`src/rtl/primitive_assembler.sv`:
```
// primitive_assembler: pops packed vertices {x,y,z,u,v} from the vertex FIFO
// and assembles list / strip / fan triangles for the rasterizer.
// Optional back-face / degenerate culling is built when ASM_CULL_EN is defined.
module primitive_assembler #(
   parameter int XW   = 16,
   parameter int ZW   = 8,
   parameter int UVW  = 32,
   parameter int CNTW = 16
) (
   input  logic                     i_clk,
   input  logic                     i_rst,
   input  logic [2*XW+ZW+2*UVW-1:0] i_fifo_data,
   input  logic                     i_fifo_empty,
   output logic                     o_fifo_read,
   input  logic [1:0]               i_mode,
   input  logic                     i_restart,
   output logic                     o_tri_valid,
   input  logic                     i_raster_busy,
   output logic signed [XW-1:0]     o_x0,
   output logic signed [XW-1:0]     o_y0,
   output logic signed [XW-1:0]     o_x1,
   output logic signed [XW-1:0]     o_y1,
   output logic signed [XW-1:0]     o_x2,
   output logic signed [XW-1:0]     o_y2,
   output logic [ZW-1:0]            o_z0,
   output logic [ZW-1:0]            o_z1,
   output logic [ZW-1:0]            o_z2,
   output logic [UVW-1:0]           o_u0,
   output logic [UVW-1:0]           o_v0,
   output logic [UVW-1:0]           o_u1,
   output logic [UVW-1:0]           o_v1,
   output logic [UVW-1:0]           o_u2,
   output logic [UVW-1:0]           o_v2,
   output logic [CNTW-1:0]          o_tri_count,
   output logic [CNTW-1:0]          o_cull_count
);

   localparam int VW = 2*XW+ZW+2*UVW;

`ifdef ASM_CULL_EN
   typedef enum logic [1:0] {S_FETCH, S_WAIT, S_CULL, S_EMIT} state_t;
`else
   typedef enum logic [1:0] {S_FETCH, S_WAIT, S_EMIT} state_t;
`endif
   typedef enum logic [1:0] {M_LIST = 2'd0, M_STRIP = 2'd1, M_FAN = 2'd2} mode_t;

   state_t              state, state_n;
   mode_t               mode_q;
   logic [2:0][VW-1:0]  slot;
   logic [1:0]          vcnt;
   logic [1:0]          vcnt_eff;
   logic                parity;
   logic                restart_pending;
   logic                accept, cull, step;
   logic [VW-1:0]       v0, v1, v2;

   // a pending restart makes this FETCH behave as if the primitive were empty
   assign vcnt_eff = restart_pending ? 2'd0 : vcnt;
   assign step     = accept | cull;

   // output ordering; odd strip triangles swap the first two to keep winding
   always_comb begin
      v0 = slot[0];
      v1 = slot[1];
      v2 = slot[2];
      if (mode_q == M_STRIP && parity) begin
         v0 = slot[1];
         v1 = slot[0];
      end
   end

   assign o_x0 = v0[VW-1 -: XW];    assign o_y0 = v0[VW-XW-1 -: XW];
   assign o_x1 = v1[VW-1 -: XW];    assign o_y1 = v1[VW-XW-1 -: XW];
   assign o_x2 = v2[VW-1 -: XW];    assign o_y2 = v2[VW-XW-1 -: XW];
   assign o_z0 = v0[2*UVW +: ZW];   assign o_z1 = v1[2*UVW +: ZW];
   assign o_z2 = v2[2*UVW +: ZW];
   assign o_u0 = v0[UVW +: UVW];    assign o_v0 = v0[0 +: UVW];
   assign o_u1 = v1[UVW +: UVW];    assign o_v1 = v1[0 +: UVW];
   assign o_u2 = v2[UVW +: UVW];    assign o_v2 = v2[0 +: UVW];

   assign o_tri_valid = (state == S_EMIT);

`ifdef ASM_CULL_EN
   localparam int AW = 2*XW+3;
   logic signed [XW:0]     dx1, dy1, dx2, dy2;
   logic signed [2*XW+1:0] p0, p1;
   logic signed [AW-1:0]   area2;
   logic                   drop;
   logic [CNTW-1:0]        cull_count;

   assign dx1   = {o_x1[XW-1], o_x1} - {o_x0[XW-1], o_x0};
   assign dy1   = {o_y1[XW-1], o_y1} - {o_y0[XW-1], o_y0};
   assign dx2   = {o_x2[XW-1], o_x2} - {o_x0[XW-1], o_x0};
   assign dy2   = {o_y2[XW-1], o_y2} - {o_y0[XW-1], o_y0};
   assign p0    = dx1 * dy2;
   assign p1    = dx2 * dy1;
   assign area2 = {p0[2*XW+1], p0} - {p1[2*XW+1], p1};
   // zero area is degenerate, negative is clockwise: both are dropped
   assign drop  = area2[AW-1] || (area2 == '0);
   assign o_cull_count = cull_count;

   // cull statistics counter
   always_ff @(posedge i_clk or posedge i_rst) begin
      if (i_rst)     cull_count <= '0;
      else if (cull) cull_count <= cull_count + 1'b1;
   end
`else
   assign o_cull_count = '0;
`endif

   // state register
   always_ff @(posedge i_clk or posedge i_rst) begin
      if (i_rst) state <= S_FETCH;
      else       state <= state_n;
   end

   // next state, FIFO pop strobe, accept / cull decisions
   always_comb begin
      state_n     = state;
      o_fifo_read = 1'b0;
      accept      = 1'b0;
      cull        = 1'b0;
      case (state)
         S_FETCH: if (!i_fifo_empty) begin
            o_fifo_read = 1'b1;
            state_n     = S_WAIT;
         end
`ifdef ASM_CULL_EN
         S_WAIT:  state_n = (vcnt >= 2'd2) ? S_CULL : S_FETCH;
         S_CULL:  if (drop) begin
            cull    = 1'b1;
            state_n = S_FETCH;
         end else begin
            state_n = S_EMIT;
         end
`else
         S_WAIT:  state_n = (vcnt >= 2'd2) ? S_EMIT : S_FETCH;
`endif
         S_EMIT:  if (!i_raster_busy) begin
            accept  = 1'b1;
            state_n = S_FETCH;
         end
         default: state_n = S_FETCH;
      endcase
   end

   // vertex slots, primitive bookkeeping and triangle counter
   always_ff @(posedge i_clk or posedge i_rst) begin
      if (i_rst) begin
         slot            <= '0;
         vcnt            <= 2'd0;
         parity          <= 1'b0;
         mode_q          <= M_LIST;
         restart_pending <= 1'b0;
         o_tri_count     <= '0;
      end else begin
         restart_pending <= i_restart | (restart_pending & (state != S_FETCH));
         if (state == S_FETCH) begin
            if (restart_pending) begin
               vcnt   <= 2'd0;
               parity <= 1'b0;
            end
            if (vcnt_eff == 2'd0)
               mode_q <= (i_mode == 2'd3) ? M_LIST : mode_t'(i_mode);
         end else if (state == S_WAIT) begin
            case (vcnt)
               2'd0:    slot[0] <= i_fifo_data;
               2'd1:    slot[1] <= i_fifo_data;
               default: slot[2] <= i_fifo_data;
            endcase
            vcnt <= (vcnt == 2'd3) ? 2'd3 : vcnt + 2'd1;
         end else if (step) begin
            case (mode_q)
               M_STRIP: begin
                  slot[0] <= slot[1];
                  slot[1] <= slot[2];
                  vcnt    <= 2'd2;
                  parity  <= ~parity;
               end
               M_FAN: begin
                  slot[1] <= slot[2];
                  vcnt    <= 2'd2;
               end
               default: vcnt <= 2'd0;
            endcase
         end
         if (accept) o_tri_count <= o_tri_count + 1'b1;
      end
   end

endmodule

```
`config.mk`:
```
export PLATFORM = sky130hd
export DESIGN_NAME = primitive_assembler
export DESIGN_NICKNAME = d
export VERILOG_FILES = /design/src/rtl/primitive_assembler.sv
export SDC_FILE = /design/constraint.sdc
export NUM_CORES = 1
export LEC_CHECK = 0
export CORE_UTILIZATION = 30
export DETAILED_ROUTE_END_ITERATION = 6
export PLACE_DENSITY_LB_ADDON = 0.1
export SYNTH_ARGS = -nofsm -noshare
export SYNTH_HDL_FRONTEND = slang
export SYNTH_SLANG_ARGS = --single-unit
```
`constraint.sdc`:
```
create_clock -name i_clk -period 13.19 [get_ports i_clk]
set_clock_uncertainty 0.2 [all_clocks]
set_input_delay 1.9785 -clock i_clk [delete_from_list [all_inputs] [get_ports i_clk]]
set_output_delay 1.9785 -clock i_clk [all_outputs]
set_load 0.03 [all_outputs]
```
# After elaboration in Yosys (flattened, before gate mapping)
# Cells that the tools add are included.
# W data, S select, Z words.
dict set report totals {
  regBits 336
  input_bits 111
  output_inout_bits 346
  wordCells 77
}
dict set report op_classes {
  add_sub_neg 2
  order_cmp 1
  n_eq_ne 13
  mux 28
  n_bitwise 5
  reduce_logical 19
}
# cell n
set op_table {}
lappend op_table {{$mux W104} 6}
lappend op_table {{$mux W208} 2}
lappend op_table {{$mux W2} 10}
lappend op_table {{$add A16 B1 Y16 const B} 1}
lappend op_table {{$reduce_and A4 Y1} 3}
lappend op_table {{$reduce_bool A2 Y1} 6}
lappend op_table {{$mux W1} 9}
lappend op_table {{$eq A2 B2 Y1 const B} 4}
lappend op_table {{$ne A2 B2 Y1 const B} 4}
lappend op_table {{$eq A2 B1 Y1 const B} 3}
lappend op_table {{$logic_not A2 Y1} 3}
lappend op_table {{$pmux W2 S3} 1}
lappend op_table {{$ne A2 B1 Y1 const B} 2}
lappend op_table {{$reduce_and A2 Y1} 2}
lappend op_table {{$reduce_or A2 Y1} 2}
lappend op_table {{$not A1 Y1} 3}
lappend op_table {{$reduce_and A3 Y1} 1}
lappend op_table {{$reduce_bool A3 Y1} 1}
lappend op_table {{$add A2 B1 Y2 const B} 1}
lappend op_table {{$ge A2 B2 Y1 const B} 1}
lappend op_table {{$and A1 B1 Y1} 1}
lappend op_table {{$logic_and A1 B1 Y1} 1}
lappend op_table {{$or A1 B1 Y1} 1}

# Longest topological paths before layout
dict set report logic_depth {
  word_depth 6
  depth_mapped 9
  mapped_depth_nobuf 6
}

# Least setup slack after synthesis
# Ideal clock, no wire load.
dict set report synth_timing {
  path_type {input to output}
  start {in i_fifo_empty}
  end {out o_fifo_read}
  arrival_ns 2.630
  required_ns 11.011
  setup_slack_ns 8.381
  stages 1
  path_buffers 0
  cell_sequence {nor3_1}
}
dict set report synth_between {
  elab_chain_len 2
}
# element line_no
set synth_rtl {}
lappend synth_rtl {{start, declared} 13} ;# input logic i_fifo_empty,
lappend synth_rtl {{$mux W1} 124} ;# S_FETCH: if (!i_fifo_empty) begin
lappend synth_rtl {{$mux W1} 123} ;# case (state)
lappend synth_rtl {{end, declared} 14} ;# output logic o_fifo_read,
# Every way passes these cells.

# Worst setup path after layout
dict set report layout_timing {
  start {reg mode_q[0]}
  end {out o_u1[9]}
}
dict set report layout_between {
  elab_chain_len 3
}
# element line_no
set layout_rtl {}
lappend layout_rtl {{start, declared} 48} ;# mode_t mode_q;
lappend layout_rtl {{start signal, assigned} 164} ;# mode_q <= (i_mode == 2'd3) ? M_LIST : mode_t'(i_mode);
lappend layout_rtl {{$eq A2 B1 Y1} 66} ;# if (mode_q == M_STRIP && parity) begin
lappend layout_rtl {{$logic_and A1 B1 Y1} 66}
lappend layout_rtl {{$mux W104} 66}
lappend layout_rtl {{end, declared} 30} ;# output logic [UVW-1:0] o_u1,
# Every way passes these cells.

==> metrics.md <==
| Metric | Value |
|---|---|
| Compound-Gate Fraction of Synth Area | `0.1287` |
| Number of synthesis warnings | `0` |
| Largest family of logic cells by synthesized area | `multiplexers` |
| PwrDens | `269.2 nW/um^2` |
| Final Util | `0.3988` |
| Antenna violations before repair | `7` |
| Ys async rst share | `1.000` |
| DP HPWL | `34550 um` |
| Post-CTS sizing | `0` |
| Cell count after synthesis | `1700` |
| Max-cap violations | `0` |
| CTS tree | `built` |
| Unrepaired setup endpoints after global routing | `false` |
| Yosys cell types | `38` |
| Post-route cell area | `23100 um^2` |
| # fillers | `5757` |
| Cell Area, Placed | `21690 um^2` |
| Crit path launch type | `register` |
| Clk slew on worst S/H paths | `0.06 ns` |
| Root Buffer | `clkbuf_16` |
| CP max FO | `79` |
| WL/cell | `19.06 um` |
| Register area | `8408 um^2` |
| Starting DRC count in detailed routing | `591` |
| Fin. Hold Viols | `0` |
| Synth Cell Area | `17620 um^2` |
| Fin cells | `2774` |
| Commonest non-fill, non-tap cells in the layout | `440 x clkdlybuf4s50_1, 336 x dfrtp_1, 313 x mux2_2` |
| Endpoints failing setup | `0` |
| First-pass GRT wire length | `81630 um` |
| Nets | `2090` |
| Clk buf depth | `3` |
| CP Data Required Time | `11.01 ns` |
| Ports | `457` |
| TritonCTS buffer count | `42` |
| Post-synthesis mux area share | `0.2006` |
| GRT Resource Usage Total | `0.1759` |
| ANT nets after route | `0` |
| DIE HEIGHT | `244.4 um` |
| Crit path time final | `6.032 ns` |
| Core Footprint | `57920 um^2` |
| DRT Pass-1 Iters | `4` |
| Worst-Margin Slew | `1.097 ns` |
| Die Wd | `244.4 um` |
| FP Rows | `88` |
| Leak | `9.748 nW` |
| Post-synthesis simple-gate area fraction | `0.09842` |
| FF+latch count, synth | `336` |
| Final wirelength | `52860 um` |
| HP Class | `reg2reg` |
| Status | `finished clean` |
| # Post-CTS Setup Buffers | `0` |
| Synth area leader | `dfrtp_1` |
| Sequential area share after synthesis | `0.4772` |
| Vias in the first global route | `13210` |
| Area Growth Syn to Fin | `31.08%` |
| H-tree levels | `2` |
| Final period utilization | `0.4573` |
| Syn Area/Cell | `10.37 um^2` |
| Setup TNS | `0 ns` |
| Share of layout cells above drive strength 1 | `0.2139` |
| Post-synthesis adder-cell area fraction | `0.001420` |
| Fmax | `165.8 MHz` |
| # placed instances | `2698` |
| Via count | `12960` |
| Maximum VDD drop | `0.1124 mV` |
| Final max-slew violation count | `0` |
| Vias/cell | `4.671` |
| Port Buffers | `440` |
| Xor and xnor area share after synthesis | `0.007456` |
| Initial core utilization | `0.3042` |
| GRT overflow | `0` |
| Post-CTS Hold Fix Bufs | `0` |
| Final GP Congestion | `0.7470` |
| Latest clock arrival within the worst-skew pair | `0.55 ns` |
| Commonest non-fill, non-tap cell in the layout | `clkdlybuf4s50_1` |
| Max-slew headroom | `0.2689` |
| Die area | `59710 um^2` |
| Multi-input logic area | `7781 um^2` |
| Synth area leaders | `dfrtp_1 48%, mux2_2 20%, a21oi_1 6.0%` |
| Crit path arrival time | `3.85 ns` |
| Post-synth top area share | `0.4772` |
| Critical Path Sink Type | `output port` |
| Clk sink count | `336` |
| Post-synth EDFFs | `0` |
| DRC violations left | `0` |
| Kind of critical path | `reg2out` |
| Pin count of the biggest net entering global routing | `209` |
| Most used DFF post-synth | `dfrtp_1` |
-- flip-flops by register name, summed over array words and instances (netlist names) --
signal	flops
state	2
mode_q	2
v2	104
o_tri_count	16
parity	1
vcnt	2
restart_pending	1
slot	208
-- final timing paths --
| check | slack [ns] | cells past startpoint | start | end |
|---|---|---|---|---|
| setup / recovery | 7.16 | 5 | mode_q[0] | o_u1[9] |
| hold / removal | 0.28 | 1 | o_tri_count[15] | o_tri_count[15] |
| setup reg to reg | 8.39 | 5 | state[0] | v2[88] |
| hold reg to reg | 0.28 | 1 | o_tri_count[15] | o_tri_count[15] |
| max in group asynchronous | 8.92 | 4 | i_rst | v2[48] |
| min in group asynchronous | 1.75 | 2 | i_rst | o_tri_count[14] |
-- logic make-up (layout without fill, tap and decap cells) --
group	Yosys count	count (layout)
AOI/OAI and AO/OA	429	429
xor gates and xnor gates	15	15
adders and majority gates	2	2
buffers and inverters	240	531
DFF	336	336
muxes	314	314
other	1	19
and+or+nand+nor	363	363
-- worst max-delay path, stage by stage, from the launching register on --
cell and delay (ns):
dfrtp_1 0.38, ha_1 0.28, nand2_4 0.64, buf_4 0.86
mux2_2 0.43, clkdlybuf4s50_1 0.61
-- layer usage --
metal	up-vias	share of wire	GRT usage
met2	280	0.48	0.2880
met1	6282	0.44	0.2249
met4	8	0.025	0.05643
met5	-	0.00098	0
met3	77	0.059	0.04609
li1	6310	-	-
-- per-stage QoR --
stage / hold slack, ns / setup slack [ns] / power (mW)
CTS: 0.2855 / 7.109 / 6.317
detailed placement: 0.2715 / 7.729 / 5.088
finish: 0.2760 / 7.158 / 6.217
global placement: 0.2655 / 7.749 / 5.057
floorplan: 0.2498 / 1.702 / 4.048
global route: 0.3025 / 6.946 / 6.608
-- layout make-up --
type,count,share of cell area
inverter,5,0.001138
clock inverter,11,0.005742
clock buffer,62,0.05498
multi-input combinational,1139,0.3369
antenna,3,0.0003250
timing repair buffer,453,0.1954
sequential,336,0.3640
tap,765,0.04144
-- cells in the mapped netlist (2+ instances only) --
| cell | instances |
|---|---|
| o21ai_1 | 32 |
| nand2_1 | 210 |
| ha_1 | 2 |
| buf_2 | 51 |
| dfrtp_1 | 336 |
| nand3_1 | 9 |
| o21ai_2 | 20 |
| nand2b_1 | 4 |
| and3_1 | 2 |
| a21oi_1 | 211 |
| xor2_1 | 2 |
| clkbuf_2 | 3 |
| o21ai_0 | 162 |
| inv_1 | 5 |
| clkbuf_1 | 43 |
| xnor2_1 | 13 |
| mux2_2 | 313 |
| and2_1 | 105 |
| nand4_1 | 2 |
| buf_4 | 130 |
| nand2_2 | 11 |
| nor3_1 | 7 |
| nor2_1 | 7 |
| buf_8 | 2 |
| buf_6 | 5 |
-- power by group --
part	switching (mW)	internal (mW)
Sequential	0.417	1.48
Combinational	1.80	1.34
Clock	0.461	0.722
Total	2.67	3.54
(Power assumes the default switching activity.)
